<file path="src/rtl/program_loader_if.sv">
// program_loader_if: groups the loader's host byte stream, its instruction
// memory write port and its CPU control/status lines into one bundle.
//
//   Start        host -> loader   begin a load (honoured in IDLE/DONE/ERROR)
//   ByteIn       host -> loader   stream byte
//   ByteValid    host -> loader   ByteIn is valid
//   ByteReady    loader -> host   loader accepts a byte this cycle
//   WriteAddress loader -> memory byte address of the current write
//   WriteData    loader -> memory word to write
//   WriteEnable  loader -> memory one-cycle write strobe
//   CpuHold      loader -> CPU    hold CPU in reset / stalled while high
//   Done         loader -> host   load completed successfully
//   Error        loader -> host   load rejected
//
// The master modport is the host/system side; the slave modport is the loader.
interface program_loader_if #(
    parameter int DATA_WIDTH = 32
);
    logic                  Start;
    logic [7:0]            ByteIn;
    logic                  ByteValid;
    logic                  ByteReady;
    logic [DATA_WIDTH-1:0] WriteAddress;
    logic [DATA_WIDTH-1:0] WriteData;
    logic                  WriteEnable;
    logic                  CpuHold;
    logic                  Done;
    logic                  Error;

    modport master (
        output Start, ByteIn, ByteValid,
        input  ByteReady, WriteAddress, WriteData, WriteEnable,
        input  CpuHold, Done, Error
    );

    modport slave (
        input  Start, ByteIn, ByteValid,
        output ByteReady, WriteAddress, WriteData, WriteEnable,
        output CpuHold, Done, Error
    );
endinterface

</file>
<file path="src/rtl/program_loader.sv">
// program_loader: receives a program image as a big-endian byte stream
// (one length word L followed by L data words) and writes it word by word
// into the instruction memory's write port, holding the CPU off until the
// image is complete.
//
// Ports:
//   clk    rising-edge clock
//   reset  synchronous, active-high reset
//   bus    program_loader_if.slave (byte stream in, memory write port out,
//          CpuHold/Done/Error status out); all outputs are registered.
//
// Parameters:
//   MEMORY_DEPTH  instruction memory depth in words; longest accepted image
//   DATA_WIDTH    word/address width, a multiple of 8
//   BASE_ADDRESS  byte address of the first word written
//
// Optional feature (macro PROGRAM_LOADER_CHECKSUM_EN): after the last data
// word (or straight after a zero length) one extra word C is accepted; the
// load completes only if C equals the modulo-2^DATA_WIDTH sum of the data
// words, otherwise it ends in ERROR. Without the macro the last write (or a
// zero length) goes straight to DONE.
module program_loader #(
    parameter int                    MEMORY_DEPTH = 32,
    parameter int                    DATA_WIDTH   = 32,
    parameter logic [DATA_WIDTH-1:0] BASE_ADDRESS = DATA_WIDTH'(32'h0000_0000)
) (
    input  logic               clk,
    input  logic               reset,
    program_loader_if.slave    bus
);

    localparam int BPW = DATA_WIDTH / 8;
    localparam int IW  = $clog2(MEMORY_DEPTH + 1);
    localparam int BCW = (BPW > 1) ? $clog2(BPW) : 1;

    typedef enum logic [2:0] {
        S_IDLE  = 3'd0,
        S_LEN   = 3'd1,
        S_DATA  = 3'd2,
        S_WRITE = 3'd3,
`ifdef PROGRAM_LOADER_CHECKSUM_EN
        S_CHECK = 3'd4,
`endif
        S_DONE  = 3'd5,
        S_ERROR = 3'd6
    } state_t;

    state_t                state_r;
    logic [DATA_WIDTH-1:0] len_r;
    logic [DATA_WIDTH-1:0] asm_r;
    logic [IW-1:0]         index_r;
    logic [BCW-1:0]        byte_cnt_r;
`ifdef PROGRAM_LOADER_CHECKSUM_EN
    logic [DATA_WIDTH-1:0] sum_r;
`endif

    logic                  xfer_s;
    logic                  last_byte_s;
    logic                  last_word_s;
    logic [DATA_WIDTH-1:0] len_next_s;
    logic [DATA_WIDTH-1:0] word_next_s;

    // Big-endian assembly: earlier bytes migrate towards the MSBs.
    function automatic logic [DATA_WIDTH-1:0] shift_in(
        input logic [DATA_WIDTH-1:0] word,
        input logic [7:0]            b
    );
        return (word << 8) | DATA_WIDTH'(b);
    endfunction

    assign xfer_s      = bus.ByteValid && bus.ByteReady;
    assign last_byte_s = (byte_cnt_r == BCW'(BPW - 1));
    assign len_next_s  = shift_in(len_r, bus.ByteIn);
    assign word_next_s = shift_in(asm_r, bus.ByteIn);
    assign last_word_s = ((DATA_WIDTH'(index_r) + DATA_WIDTH'(1)) == len_r);

    // Loader FSM: byte collection, write strobing and status outputs.
    always_ff @(posedge clk) begin
        if (reset) begin
            state_r          <= S_IDLE;
            len_r            <= '0;
            asm_r            <= '0;
            index_r          <= '0;
            byte_cnt_r       <= '0;
`ifdef PROGRAM_LOADER_CHECKSUM_EN
            sum_r            <= '0;
`endif
            bus.ByteReady    <= 1'b0;
            bus.WriteEnable  <= 1'b0;
            bus.WriteAddress <= '0;
            bus.WriteData    <= '0;
            bus.CpuHold      <= 1'b1;
            bus.Done         <= 1'b0;
            bus.Error        <= 1'b0;
        end else begin
            case (state_r)
                S_IDLE, S_DONE, S_ERROR: begin
                    // A new load restarts from a clean slate from any resting state.
                    if (bus.Start) begin
                        state_r       <= S_LEN;
                        len_r         <= '0;
                        asm_r         <= '0;
                        index_r       <= '0;
                        byte_cnt_r    <= '0;
`ifdef PROGRAM_LOADER_CHECKSUM_EN
                        sum_r         <= '0;
`endif
                        bus.ByteReady <= 1'b1;
                        bus.CpuHold   <= 1'b1;
                        bus.Done      <= 1'b0;
                        bus.Error     <= 1'b0;
                    end else begin
                        state_r       <= state_r;
                    end
                end

                S_LEN: begin
                    if (xfer_s) begin
                        len_r <= len_next_s;
                        if (last_byte_s) begin
                            byte_cnt_r <= '0;
                            if (len_next_s == '0) begin
`ifdef PROGRAM_LOADER_CHECKSUM_EN
                                state_r       <= S_CHECK;
`else
                                state_r       <= S_DONE;
                                bus.ByteReady <= 1'b0;
                                bus.CpuHold   <= 1'b0;
                                bus.Done      <= 1'b1;
`endif
                            end else if (len_next_s > DATA_WIDTH'(MEMORY_DEPTH)) begin
                                state_r       <= S_ERROR;
                                bus.ByteReady <= 1'b0;
                                bus.Error     <= 1'b1;
                            end else begin
                                state_r       <= S_DATA;
                                index_r       <= '0;
                            end
                        end else begin
                            byte_cnt_r <= byte_cnt_r + BCW'(1);
                        end
                    end else begin
                        state_r <= state_r;
                    end
                end

                S_DATA: begin
                    if (xfer_s) begin
                        asm_r <= word_next_s;
                        if (last_byte_s) begin
                            // Address/data are registered with the strobe so the
                            // memory sees a coherent triple during WRITE.
                            state_r          <= S_WRITE;
                            byte_cnt_r       <= '0;
                            bus.ByteReady    <= 1'b0;
                            bus.WriteEnable  <= 1'b1;
                            bus.WriteData    <= word_next_s;
                            bus.WriteAddress <= BASE_ADDRESS + (DATA_WIDTH'(index_r) << 2);
`ifdef PROGRAM_LOADER_CHECKSUM_EN
                            sum_r            <= sum_r + word_next_s;
`endif
                        end else begin
                            byte_cnt_r <= byte_cnt_r + BCW'(1);
                        end
                    end else begin
                        state_r <= state_r;
                    end
                end

                S_WRITE: begin
                    bus.WriteEnable <= 1'b0;
                    asm_r           <= '0;
                    if (last_word_s) begin
`ifdef PROGRAM_LOADER_CHECKSUM_EN
                        state_r       <= S_CHECK;
                        bus.ByteReady <= 1'b1;
`else
                        state_r       <= S_DONE;
                        bus.CpuHold   <= 1'b0;
                        bus.Done      <= 1'b1;
`endif
                    end else begin
                        state_r       <= S_DATA;
                        index_r       <= index_r + IW'(1);
                        bus.ByteReady <= 1'b1;
                    end
                end

`ifdef PROGRAM_LOADER_CHECKSUM_EN
                S_CHECK: begin
                    if (xfer_s) begin
                        asm_r <= word_next_s;
                        if (last_byte_s) begin
                            byte_cnt_r    <= '0;
                            bus.ByteReady <= 1'b0;
                            if (word_next_s == sum_r) begin
                                state_r     <= S_DONE;
                                bus.CpuHold <= 1'b0;
                                bus.Done    <= 1'b1;
                            end else begin
                                state_r     <= S_ERROR;
                                bus.CpuHold <= 1'b1;
                                bus.Error   <= 1'b1;
                            end
                        end else begin
                            byte_cnt_r <= byte_cnt_r + BCW'(1);
                        end
                    end else begin
                        state_r <= state_r;
                    end
                end
`endif

                default: begin
                    state_r         <= S_IDLE;
                    bus.ByteReady   <= 1'b0;
                    bus.WriteEnable <= 1'b0;
                    bus.CpuHold     <= 1'b1;
                    bus.Done        <= 1'b0;
                    bus.Error       <= 1'b0;
                end
            endcase
        end
    end

endmodule
</file>
<file path="src/flat_wrapper.sv">
// flat-port wrapper written by rule: the top's interface ports become plain ports
module program_loader_flat 
#(
    parameter int                    MEMORY_DEPTH = 32,
    parameter int                    DATA_WIDTH   = 32,
    parameter logic [DATA_WIDTH-1:0] BASE_ADDRESS = DATA_WIDTH'(32'h0000_0000)
)
  (clk, reset, bus_Start, bus_ByteIn, bus_ByteValid, bus_ByteReady, bus_WriteAddress, bus_WriteData, bus_WriteEnable, bus_CpuHold, bus_Done, bus_Error);
  program_loader_if #(.DATA_WIDTH(DATA_WIDTH)) bus_i ();
  input  logic clk;
  input  logic reset;
  input wire logic [$bits(bus_i.Start)-1:0] bus_Start;
  input wire logic [$bits(bus_i.ByteIn)-1:0] bus_ByteIn;
  input wire logic [$bits(bus_i.ByteValid)-1:0] bus_ByteValid;
  output wire logic [$bits(bus_i.ByteReady)-1:0] bus_ByteReady;
  output wire logic [$bits(bus_i.WriteAddress)-1:0] bus_WriteAddress;
  output wire logic [$bits(bus_i.WriteData)-1:0] bus_WriteData;
  output wire logic [$bits(bus_i.WriteEnable)-1:0] bus_WriteEnable;
  output wire logic [$bits(bus_i.CpuHold)-1:0] bus_CpuHold;
  output wire logic [$bits(bus_i.Done)-1:0] bus_Done;
  output wire logic [$bits(bus_i.Error)-1:0] bus_Error;
  assign bus_i.Start = bus_Start;
  assign bus_i.ByteIn = bus_ByteIn;
  assign bus_i.ByteValid = bus_ByteValid;
  assign bus_ByteReady = bus_i.ByteReady;
  assign bus_WriteAddress = bus_i.WriteAddress;
  assign bus_WriteData = bus_i.WriteData;
  assign bus_WriteEnable = bus_i.WriteEnable;
  assign bus_CpuHold = bus_i.CpuHold;
  assign bus_Done = bus_i.Done;
  assign bus_Error = bus_i.Error;
  program_loader #(.MEMORY_DEPTH(MEMORY_DEPTH), .DATA_WIDTH(DATA_WIDTH), .BASE_ADDRESS(BASE_ADDRESS)) u_core (.clk(clk), .reset(reset), .bus(bus_i));
endmodule
</file>
<file path="config.mk">
export PLATFORM = sky130hd
export DESIGN_NAME = program_loader_flat
export DESIGN_NICKNAME = d
export VERILOG_FILES = /design/src/rtl/program_loader_if.sv /design/src/rtl/program_loader.sv /design/src/flat_wrapper.sv
export SDC_FILE = /design/constraint.sdc
export NUM_CORES = 1
export LEC_CHECK = 0
export ABC_AREA = 1
export BUFFER_PORTS_ARGS = -buffer_cell sky130_fd_sc_hd__buf_2
export CORE_MARGIN = 2
export CORE_UTILIZATION = 45
export DETAILED_ROUTE_END_ITERATION = 12
export GPL_TIMING_DRIVEN = 1
export PLACE_DENSITY = 0.78
export SYNTH_ARGS = -nofsm -noshare
export SYNTH_HDL_FRONTEND = slang
export SYNTH_SLANG_ARGS = --single-unit
</file>
<file path="constraint.sdc">
create_clock -name clk -period 1.7 [get_ports clk]
set_input_delay 0.17 -clock clk [delete_from_list [all_inputs] [get_ports clk]]
set_output_delay 0.17 -clock clk [all_outputs]
set_load 0.02 [all_outputs]
</file>
==> results_dict.tcl <==
set metrics [dict create \
    critical_path.cell_chain "buf_4 > inv_4 > nand2_1 > nand2_2 > nand3_2 > nor2_2 > nand2_2 > nor2_4 > nand3_4 > nand3_4 > nand2_2 > nand2_2 > nor2_2" \
    io_pins 81 \
    clk-insertion-delay-late_ns 0.38 \
    gp_congestion 0.918 \
    io_buffers 54 \
    r2r_cells 13 \
    yosys_warnings 0 \
    fin_crit_ns 1.82 \
    final_area_sq_um 6180 \
    fmax_ghz 0.550 \
    fin_nets 780 \
    r2r_end "u_core.index_r[1]" \
    antenna_cells 0 \
    maxSlewViolCount 0 \
    crit_end "u_core.index_r[1]" \
    h-tree-depth 3 \
    synth_sequential_area_ratio_pct 44.4 \
    grt_max_degree 67 \
    area_delta_synth_final_pct 24.7 \
    grt_antenna_before_repair 0 \
    synth_cell_types 35 \
    core_sq_um 10800 \
    r2r_start "u_core.index_r[0]" \
    ir_worst_vdd_v 0.000898 \
    crit_arrival_ns 2.10 \
    report.final.setup_viol 29 \
    cts_tree "built" \
    cts_hold_buf 0 \
    fin_crit_sh_pct 107 \
    wl_per_cell_microns 13.8 \
    netlist_instances 670 \
    r2r_setup_slack_ns -0.12 \
    worstSetupEndpointType "flop" \
    worstHoldPathType "primary input to flop" \
    setup.worst_path.start "u_core.index_r[0]" \
    grt_pass1_wl_microns 18700 \
    ys_ff_latch 110 \
    critPathKind "flop to flop" \
    hold_viol 0 \
    clkTransAtPathRegs_ns 0.11 \
    vias 4618 \
    drive_above_1_share_pct 30.5 \
    grt_usage_pct 19.7 \
    rsz0062_at_grt "yes" \
    outcome "complete, but fails checks" \
    antenna_left 0 \
    critical-path-slowest-cell "dfxtp_2" \
    cts_buffers 9 \
    start_kind "flop" \
    rows 38 \
    final.setup_skew_ns 0.00995 \
    syn_area_sq_um 4960 \
    overflow 0 \
    pre_cts_slack_ns -0.0487 \
    grt_pass1_vias 4088 \
    violations "setup timing" \
    drv_cap 0 \
    die_w_microns 109 \
    drt_iter0_drc 260 \
    cpMostUsedCell "nand2_2" \
    die_h_microns 109 \
    cts_root_buffer "clkbuf_8" \
    syn_avg_cell_area_sq_um 7.40 \
    worstPathMaxFanout 6 \
    first_pass_iters 6 \
    max_stage_delay_ns 0.35 \
    clock_path_buffers 2 \
    start_util_pct 45.9 \
    clock-sinks 110 \
    drcViolationCount 0 \
    place_area_sq_um 5610 \
    crit_required_ns 1.98 \
    hpwlAfterDp_microns 8000 \
    p_leak_nw 2.67 \
    totalWireLength_microns 12600 \
    worst_slack_ns -0.117 \
    power_density_nw_per_um2 1670 \
    vias_per_cell 5.07 \
    die_area_sq_um 11900 \
]
-- area by class of cell --
cell class                      instances  area, sq um
Sequential cell                       110         2210
Clock buffer                           10          128
Multi-Input combinational cell        482         2550
Tap cell                              140          175
Clock inverter                          6         62.6
Fill cell                             939         4610
Inverter                               43          179
Timing Repair Buffer                  120          877
-- cells by family (layout without fill, tap and decap cells) --
family,after synthesis,count (layout),synth area share (%)
other cells,1,26,0.0756
fa+ha+maj,2,2,0.505
simple gates,295,296,25.1
buf+inv,104,179,11.2
compound gates,158,158,18.7
flops,110,110,44.4
-- cells in the mapped netlist, drive strengths merged --
| library cell | n | area [sq um] |
|---|---|---|
| nand2 | 154 | 604 |
| a21boi | 1 | 7.51 |
| nand4 | 4 | 25.0 |
| nand3 | 40 | 218 |
| or2 | 1 | 6.26 |
| conb | 1 | 3.75 |
| a211oi | 15 | 178 |
| a31oi | 1 | 6.26 |
| dfxtp | 110 | 2200 |
| buf | 44 | 318 |
| nor2 | 96 | 393 |
| a21oi | 102 | 526 |
| inv | 42 | 163 |
| ha | 2 | 25.0 |
| clkinv | 1 | 8.76 |
| clkbuf | 17 | 63.8 |
| o21ai | 39 | 210 |
-- sequential cells by signal, summed over array words and instances, names as in the netlist --
register and cells:
u_core.asm_r 24, u_core.bus.WriteEnable 1, u_core.bus.WriteData 32, u_core.bus.Error 1, u_core.len_r 32, u_core.bus.ByteReady 1, u_core.byte_cnt_r 2, u_core.index_r 6
u_core.state_r 3, u_core.bus.WriteAddress 6, u_core.bus.CpuHold 1, u_core.bus.Done 1
-- worst max-delay path, delay by kind of cell, from the launching register on --
| kind | cells | cell delay (ns) |
|---|---|---|
| simple gates | 11 | 1.15 |
| flops | 1 | 0.35 |
| buf+inv | 2 | 0.21 |
-- layout by cell type (no fill, tap or decap), types with 2 or more instances in the layout --
cell type / Yosys / final
inv_4: 0 / 2
buf_12: 0 / 6
dfxtp_1: 110 / 101
nand2_2: 1 / 20
inv_8: 0 / 2
inv_2: 5 / 5
a21oi_1: 100 / 91
a21oi_4: 1 / 3
buf_2: 8 / 54
clkbuf_8: 0 / 9
clkinv_4: 1 / 2
nand3_4: 1 / 4
buf_4: 32 / 55
nor2_2: 4 / 12
nor2_1: 89 / 77
nand4_1: 4 / 4
dfxtp_2: 0 / 9
o21ai_0: 32 / 32
inv_6: 1 / 3
nand3_1: 38 / 31
nor2_4: 3 / 7
nand2_1: 151 / 130
buf_6: 3 / 3
a21oi_2: 1 / 8
a211oi_2: 13 / 13
inv_1: 36 / 34
nand3_2: 1 / 6
a211oi_1: 2 / 2
nand2_4: 1 / 3
conb_1: 1 / 26
o21ai_1: 5 / 4
o21ai_4: 1 / 2
-- worst min-delay path by stage --
stage | start | end | slack, ns | cells past startpoint
floorplan | bus_ByteIn[0] | u_core.bus.WriteData[0] | 0.32 | 2
global placement | u_core.bus.WriteData[0] | u_core.bus.WriteData[0] | 0.45 | 2
detailed placement | u_core.bus.WriteData[5] | u_core.bus.WriteData[5] | 0.45 | 2
CTS | bus_ByteIn[5] | u_core.bus.WriteData[5] | 0.07 | 3
global route | bus_ByteIn[5] | u_core.bus.WriteData[5] | 0.09 | 3
finish | bus_ByteIn[5] | u_core.bus.WriteData[5] | 0.09 | 3
-- per-layer routing --
| layer | vias up | global-route usage, % | part of all wire, % |
|---|---|---|---|
| met5 | - | 0 | 0 |
| met4 | 0 | 8.70 | 3.1 |
| met3 | 40 | 2.51 | 5.0 |
| met2 | 147 | 33.3 | 50 |
| met1 | 2106 | 25.1 | 42 |
| li1 | 2325 | - | - |
-- per-stage QoR --
| step | utilization, % | cells | power (W) | hold WS, ns | setup TNS, ns |
|---|---|---|---|---|---|
| 2_1_floorplan | - | 695 | 0.00658 | 0.317 | 0 |
| 3_3_place_gp | 52.0 | 884 | 0.00767 | 0.446 | -0.184 |
| 3_5_place_dp | 52.0 | 884 | 0.00773 | 0.449 | -0.224 |
| 4_1_cts | 53.9 | 900 | 0.00931 | 0.0738 | 0 |
| 5_1_grt | 57.3 | 911 | 0.0110 | 0.0881 | -5.16 |
| 6_report | 57.3 | 911 | 0.0104 | 0.0858 | -1.03 |
-- report_power, final --
group,total (W),internal (W),switching [W]
logic,0.00557,0.00226,0.00331
clock network,0.00155,0.000573,0.000979
registers,0.00323,0.00297,0.000264
-- repair_timing --
item	in CTS	in global routing
setup endpoints to repair	11	102
pin swaps	0	24
buffers inserted	0	8
hold endpoints to repair	0	0
cloned	0	3
resized for setup	6	75
Note: power is estimated with default switching activity, not from simulation.
